File: src/rtl/itch_mold_framer.sv
// rtl/itch_mold_framer.sv - MoldUDP64/ITCH frame parser emitting one wide left-aligned word per message
module itch_mold_framer #(
  parameter int HDR_BYTES     = 46,
  parameter int MAX_MSG_BYTES = 50,
  parameter int CNT_W         = 16
) (
  input  logic                       clk,
  input  logic                       reset,
  input  logic [7:0]                 in_data,
  input  logic                       in_valid,
  input  logic                       in_last,
  output logic                       in_ready,
  output logic                       msg_valid,
  input  logic                       msg_ready,
  output logic [8*MAX_MSG_BYTES-1:0] msg_data,
  output logic [15:0]                msg_len,
  output logic [7:0]                 msg_type,
  output logic [63:0]                msg_seq,
  output logic [79:0]                session,
  output logic                       hb_pulse,
  output logic                       gap_pulse,
  output logic                       trunc_pulse,
  output logic [CNT_W-1:0]           oversize_cnt,
  output logic [CNT_W-1:0]           msg_cnt
);

  typedef enum logic [2:0] {
    S_HDR, S_MOLD, S_LEN_HI, S_LEN_LO, S_BODY, S_EMIT, S_DRAIN
  } state_t;

  state_t state, state_nx;

  logic [15:0]  byte_cnt;
  logic [15:0]  remaining;
  logic [151:0] mold_sh;
  logic [159:0] mold_full;
  logic [63:0]  mold_seq;
  logic [15:0]  mold_count;
  logic [63:0]  expected;
  logic         have_expected;
  logic [7:0]   len_hi;
  logic [15:0]  len_full;
  logic         drop;
  logic         last_seen;
  logic         beat, mold_done, is_hb, rem_last, body_final;
  logic         trunc_set, hb_set, gap_set;
  state_t       adv_state;
  logic         adv_trunc;

  assign in_ready   = (state != S_EMIT);
  assign msg_valid  = (state == S_EMIT);
  assign msg_type   = msg_data[8*MAX_MSG_BYTES-1 -: 8];
  assign beat       = in_valid & in_ready;
  assign mold_full  = {mold_sh, in_data};
  assign mold_seq   = mold_full[79:16];
  assign mold_count = mold_full[15:0];
  assign is_hb      = (mold_count == 16'h0000) || (mold_count == 16'hFFFF);
  assign mold_done  = beat && (state == S_MOLD) && (byte_cnt == 16'd19);
  assign len_full   = {len_hi, in_data};
  assign rem_last   = (remaining == 16'd1);
  assign body_final = (byte_cnt == msg_len - 16'd1);
  assign hb_set     = mold_done && is_hb;
  assign gap_set    = mold_done && have_expected && (mold_seq != expected);

  // State register
  always_ff @(posedge clk) begin
    if (reset) state <= S_HDR;
    else       state <= state_nx;
  end

  // Next state and truncation detection; a message that ends without being emitted advances via adv_*
  always_comb begin
    state_nx  = state;
    trunc_set = 1'b0;
    adv_state = S_LEN_HI;
    adv_trunc = 1'b0;
    if (rem_last) begin
      adv_state = in_last ? S_HDR : S_DRAIN;
    end else if (in_last) begin
      adv_state = S_HDR;
      adv_trunc = 1'b1;
    end
    case (state)
      S_HDR: if (beat) begin
        if (in_last) begin
          state_nx  = S_HDR;
          trunc_set = 1'b1;
        end else if (byte_cnt == 16'(HDR_BYTES - 1)) begin
          state_nx = S_MOLD;
        end
      end
      S_MOLD: if (beat) begin
        if (mold_done && is_hb) begin
          state_nx = in_last ? S_HDR : S_DRAIN;
        end else if (in_last) begin
          state_nx  = S_HDR;
          trunc_set = 1'b1;
        end else if (mold_done) begin
          state_nx = S_LEN_HI;
        end
      end
      S_LEN_HI: if (beat) begin
        state_nx  = in_last ? S_HDR : S_LEN_LO;
        trunc_set = in_last;
      end
      S_LEN_LO: if (beat) begin
        if (len_full == 16'd0) begin
          state_nx  = adv_state;
          trunc_set = adv_trunc;
        end else begin
          state_nx  = in_last ? S_HDR : S_BODY;
          trunc_set = in_last;
        end
      end
      S_BODY: if (beat) begin
        if (body_final && !drop) begin
          state_nx = S_EMIT;
        end else if (body_final) begin
          state_nx  = adv_state;
          trunc_set = adv_trunc;
        end else if (in_last) begin
          state_nx  = S_HDR;
          trunc_set = 1'b1;
        end
      end
      S_EMIT: if (msg_ready) begin
        if (last_seen) begin
          state_nx  = S_HDR;
          trunc_set = !rem_last;
        end else begin
          state_nx = rem_last ? S_DRAIN : S_LEN_HI;
        end
      end
      S_DRAIN: if (beat && in_last) state_nx = S_HDR;
      default: state_nx = S_HDR;
    endcase
  end

  // Datapath: header capture, sequence tracking, message assembly, pulses and counters
  always_ff @(posedge clk) begin
    if (reset) begin
      byte_cnt      <= '0;
      remaining     <= '0;
      mold_sh       <= '0;
      expected      <= '0;
      have_expected <= 1'b0;
      len_hi        <= '0;
      drop          <= 1'b0;
      last_seen     <= 1'b0;
      msg_data      <= '0;
      msg_len       <= '0;
      msg_seq       <= '0;
      session       <= '0;
      hb_pulse      <= 1'b0;
      gap_pulse     <= 1'b0;
      trunc_pulse   <= 1'b0;
      oversize_cnt  <= '0;
      msg_cnt       <= '0;
    end else begin
      hb_pulse    <= hb_set;
      gap_pulse   <= gap_set;
      trunc_pulse <= trunc_set;
      if (beat) byte_cnt <= (state_nx != state || in_last) ? 16'd0 : byte_cnt + 16'd1;
      case (state)
        S_MOLD: if (beat) begin
          mold_sh <= mold_full[151:0];
          if (mold_done) begin
            session       <= mold_full[159:80];
            expected      <= mold_seq + (is_hb ? 64'd0 : {48'd0, mold_count});
            have_expected <= 1'b1;
            msg_seq       <= mold_seq;
            remaining     <= mold_count;
          end
        end
        S_LEN_HI: if (beat) len_hi <= in_data;
        S_LEN_LO: if (beat) begin
          msg_len  <= len_full;
          drop     <= (len_full > 16'(MAX_MSG_BYTES));
          msg_data <= '0;
          if (len_full == 16'd0) begin
            msg_seq   <= msg_seq + 64'd1;
            remaining <= remaining - 16'd1;
          end
        end
        S_BODY: if (beat) begin
          for (int i = 0; i < MAX_MSG_BYTES; i++) begin
            if (byte_cnt == 16'(i)) msg_data[8*(MAX_MSG_BYTES-i)-1 -: 8] <= in_data;
          end
          if (body_final) begin
            last_seen <= in_last && !drop;
            if (drop) begin
              if (oversize_cnt != '1) oversize_cnt <= oversize_cnt + CNT_W'(1);
              msg_seq   <= msg_seq + 64'd1;
              remaining <= remaining - 16'd1;
            end
          end
        end
        S_EMIT: if (msg_ready) begin
          msg_cnt   <= msg_cnt + CNT_W'(1);
          msg_seq   <= msg_seq + 64'd1;
          remaining <= remaining - 16'd1;
          last_seen <= 1'b0;
        end
        default: ;
      endcase
    end
  end

endmodule

File: config.mk
export PLATFORM = sky130hd
export DESIGN_NAME = itch_mold_framer
export DESIGN_NICKNAME = d
export VERILOG_FILES = /design/src/rtl/itch_mold_framer.sv
export SDC_FILE = /design/constraint.sdc
export NUM_CORES = 2
export LEC_CHECK = 0
export ABC_AREA = 1
export CAP_MARGIN = 15
export CORE_MARGIN = 2
export CORE_UTILIZATION = 54
export DETAILED_ROUTE_END_ITERATION = 7
export HOLD_SLACK_MARGIN = 0.05
export MAX_ROUTING_LAYER = met4
export PLACE_DENSITY = 0.79
export RECOVER_POWER = 100
export SYNTH_ARGS = -nofsm -noshare
export SYNTH_HDL_FRONTEND = slang
export SYNTH_SLANG_ARGS = --single-unit
File: constraint.sdc
create_clock -name clk -period 5.15 [get_ports clk]
set_input_delay 0.515 -clock clk [delete_from_list [all_inputs] [get_ports clk]]
set_output_delay 0.515 -clock clk [all_outputs]
set_load 0.05 [all_outputs]
==> flow_summary_export.csv <==
group,metric,value,unit
detailed_routing,drt_pass1_iterations,6,
power_and_ir_drop,report.power.total,0.0139,W
global_route,grt_max_degree,215,
detailed_routing,detailroute.via_count,38420,
clock_tree,clock_sink_count,857,
die,dieWidth,268,um
detailed_routing,drc,0,
setup_path,critical_path_arrival,5400,ps
die,initial_core_util,54.8,%
clock_tree,cts.hold.buffers_added,0,
synth,seq_area_frac_synth,45.4,%
synth,synth_enable_flop_cells,0,
synth,synth_fp_nets,5338,
final_layout,most-common-layout-cells,"1462 x sky130_fd_sc_hd__nor2_1, 857 x sky130_fd_sc_hd__dfxtp_1, 754 x sky130_fd_sc_hd__o21ai_0",
power_and_ir_drop,ir_drop,284,uV
sta,period_needed,4790,ps
sta,timing.slew.headroom,-42.0,%
synth,count_of_different_cell_masters_after_synthesis,61,
sta,achievable-frequency,209,MHz
synth,area_leader_netlist,"sky130_fd_sc_hd__dfxtp_1",
clock_tree,htreeDepth,3,
placed_design,routabilityCongestion,1.00,
setup_path,worstReg2RegEnd,"msg_data[383]",
power_and_ir_drop,power.static_leakage,22.1,nW
setup_path,regToRegStartpoint,"state[2]",
sta,worst_slew_pin_slew,2130,ps
run_status,status,"finished, violations left",
sta,timing.hold.ws,399,ps
run_status,failed_checks,"capacitance limit, slew limit",
power_and_ir_drop,p_per_area,292,nW/um^2
detailed_routing,routedWlPerCell,20.7,um
sta,hold_violations,0,
worst_hold_path,min_path_type,"in2reg",
detailed_routing,totalWireLength,141,mm
setup_path,worst_setup_path_endpoint,"msg_data[383]",
placed_design,number_of_buffers_inserted_by_port_buffering,617,
setup_path,data_required_time_of_the_critical_path,5750,ps
clock_tree,postCtsSetupBuffers,0,
detailed_routing,first_iter_violations,4404,
die,die_outline_area,72100,um^2
clock_tree,cts_root_buffer,"sky130_fd_sc_hd__clkbuf_16",
setup_path,setup.worst_path.end_class,"flip-flop",
global_route,grt-ovfl-total,0,
synth,yosysTopAreaCellShare,45.4,%
final_layout,number_of_nets_in_the_final_layout,5824,
global_route,gr_util_all_layers,38.6,%
global_route,grt_pass1_vias,35068,
job,max_cap_viol_count,5,
final_layout,antenna_cells,0,
die,fp-row-count,96,
die,fp.dieH,268,um
final_layout,most_frequent_standard_cell_in_the_layout_excluding_fill_and_tap_cells,"sky130_fd_sc_hd__nor2_1",
sta,maxSlewViolCount,383,
synth,synthesis.instances,5298,
setup_path,worst_r2r_path_depth,8,
die,io_pins,618,
detailed_routing,via_per_inst,5.66,
final_layout,synthToLayoutAreaGrowth,25.8,%
sta,fin_skew,42.3,ps
synth,syn-mean-instance-area,7.13,um^2
sta,final_min_period_over_clock_period,93.0,%
setup_path,regToRegSetupSlack,360,ps
sta,tns,0,ps
synth,synth_area,37800,um^2
placed_design,dp_hpwl,99.6,mm
sta,rsz_0062_raised_after_global_routing,"false",
die,core_footprint,68900,um^2
setup_path,startpoint_type,"flip-flop",
synth,post_synth_main_area_contributors,"sky130_fd_sc_hd__dfxtp_1 45%, sky130_fd_sc_hd__nor2_1 15%, sky130_fd_sc_hd__o21ai_0 9.9%",
sta,finalSetupViolations,0,
setup_path,cp_max_fo,25,
final_layout,final_layout_size_suffix_gt1_share,4.65,%
global_route,grt_first_pass_wirelength,210,mm
worst_hold_path,worst_hold_startpoint,"reset",
synth,primary_ff_master_synth,"sky130_fd_sc_hd__dfxtp_1",
clock_tree,post_cts_resized,0,
clock_tree,tritoncts,"yes",
clock_tree,clock_path_buffers,3,
clock_tree,clk_pin_slew_worst_paths,60,ps
synth,number_of_synthesized_register_bits,857,
setup_path,critPathLaunch,"state[2]",
detailed_routing,drtAntennaViolNets,0,
clock_tree,tritoncts.num_buffers,90,
synth,async_flop_share,0,%
global_route,number_of_antenna_violations_at_the_first_check_in_global_routing,0,
clock_tree,clk-insertion-delay-late,690,ps
synth,yosysWarnings,0,
setup_path,timing.setup.critical_path_class,"reg2reg",
==> layout make-up <==
cell class	instances	area (um^2)
clock buffers	118	2580
flip-flops and latches	857	17200
inverters	417	1570
clock inverters	45	648
well taps	931	1160
fillers	5946	21400
repair buffers	661	6540
multi-input cells	3757	17900
==> flip-flops by register name, summed over array words and instances (netlist names), 3 cells and up <==
signal / cells
byte_cnt: 16
expected: 64
len_hi: 8
mold_sh: 152
msg_cnt: 16
msg_data: 400
msg_len: 16
msg_seq: 64
oversize_cnt: 16
remaining: 16
session: 80
state: 3
==> critical path: stages (launching register included) <==
cell	delay, ps
sky130_fd_sc_hd__dfxtp_1	480
sky130_fd_sc_hd__inv_1	110
sky130_fd_sc_hd__nor2_2	110
sky130_fd_sc_hd__clkbuf_1	670
sky130_fd_sc_hd__inv_1	640
sky130_fd_sc_hd__nor2_2	1430
sky130_fd_sc_hd__clkbuf_1	860
sky130_fd_sc_hd__o21ai_0	250
sky130_fd_sc_hd__nor2_1	140
==> worst min-delay path by stage <==
stage                            endpoint  slack, ps  cells after the start
after detailed placement        gap_pulse        450                      2
final                         session[66]        400                      2
after CTS                 oversize_cnt[7]        380                      2
after global placement          gap_pulse        430                      2
after floorplan                 gap_pulse        420                      2
after global routing        have_expected        430                      2
==> Yosys cell counts (3+ instances only) <==
master	instances
sky130_fd_sc_hd__clkbuf_1	207
sky130_fd_sc_hd__buf_1	6
sky130_fd_sc_hd__inv_1	396
sky130_fd_sc_hd__nand2_4	4
sky130_fd_sc_hd__ha_1	26
sky130_fd_sc_hd__a211oi_1	14
sky130_fd_sc_hd__nand2_2	14
sky130_fd_sc_hd__nor2_2	16
sky130_fd_sc_hd__nor4_1	36
sky130_fd_sc_hd__nand3_2	5
sky130_fd_sc_hd__nand3b_1	10
sky130_fd_sc_hd__dfxtp_1	857
sky130_fd_sc_hd__a21oi_2	12
sky130_fd_sc_hd__nand4_1	59
sky130_fd_sc_hd__or2_2	14
sky130_fd_sc_hd__a21oi_1	309
sky130_fd_sc_hd__o21bai_1	3
sky130_fd_sc_hd__nor2_1	1461
sky130_fd_sc_hd__nor2_4	10
sky130_fd_sc_hd__buf_4	11
sky130_fd_sc_hd__nor3_1	151
sky130_fd_sc_hd__nor3_2	3
sky130_fd_sc_hd__inv_2	20
sky130_fd_sc_hd__xnor2_1	75
sky130_fd_sc_hd__o211ai_1	28
sky130_fd_sc_hd__o21ai_0	746
sky130_fd_sc_hd__o21ai_1	13
sky130_fd_sc_hd__xor2_1	81
sky130_fd_sc_hd__o2111ai_1	5
sky130_fd_sc_hd__a21o_1	6
sky130_fd_sc_hd__nand3_1	127
sky130_fd_sc_hd__buf_6	3
sky130_fd_sc_hd__a31oi_1	27
sky130_fd_sc_hd__nand2_1	462
sky130_fd_sc_hd__buf_2	38
sky130_fd_sc_hd__nor3b_1	3
sky130_fd_sc_hd__o221ai_1	4
sky130_fd_sc_hd__a221oi_1	4
==> routing by layer <==
layer	routed length [um]	vias to the layer above	part of all wire, %	track usage (%)
met2	62400	1862	44	58.4
met4	7560	0	5.4	18.0
met1	57600	17968	41	49.5
met5	0	-	0	-
met3	13000	368	9.2	8.16
li1	-	18222	-	-
==> logic make-up (layout without fill, tap and decap cells) <==
group                    Yosys count  in the layout  synth area share (%)
AND/OR/NAND/NOR                 2392           2392                  26.5
AO/OA/AOI/OAI                   1181           1181                  16.4
flip-flops                       857            857                  45.4
buffers and inverters            684           1241                  7.10
XOR/XNOR                         157            157                  3.66
adder cells (fa/ha/maj)           27             27                 0.914
==> power by group <==
part	total (W)	leakage [nW]	internal, W	switching, W
clock network	0.00707	1.59	0.00416	0.00291
registers	0.00663	6.90	0.00663	0.00000184
logic	0.000207	13.6	0.0000482	0.000158
total	0.0139	22.1	0.0108	0.00307
==> stage by stage <==
step	area [um^2]	setup WS (ps)	std cells	util [%]
CTS	47700	1010	6786	69.3
global route	47500	296	6786	69.0
global placement	44500	454	6623	64.6
detailed placement	44500	338	6623	64.6
floorplan	37800	1340	5298	-
finish	47500	359	6786	69.0
Note: power is estimated with default switching activity, not from simulation.
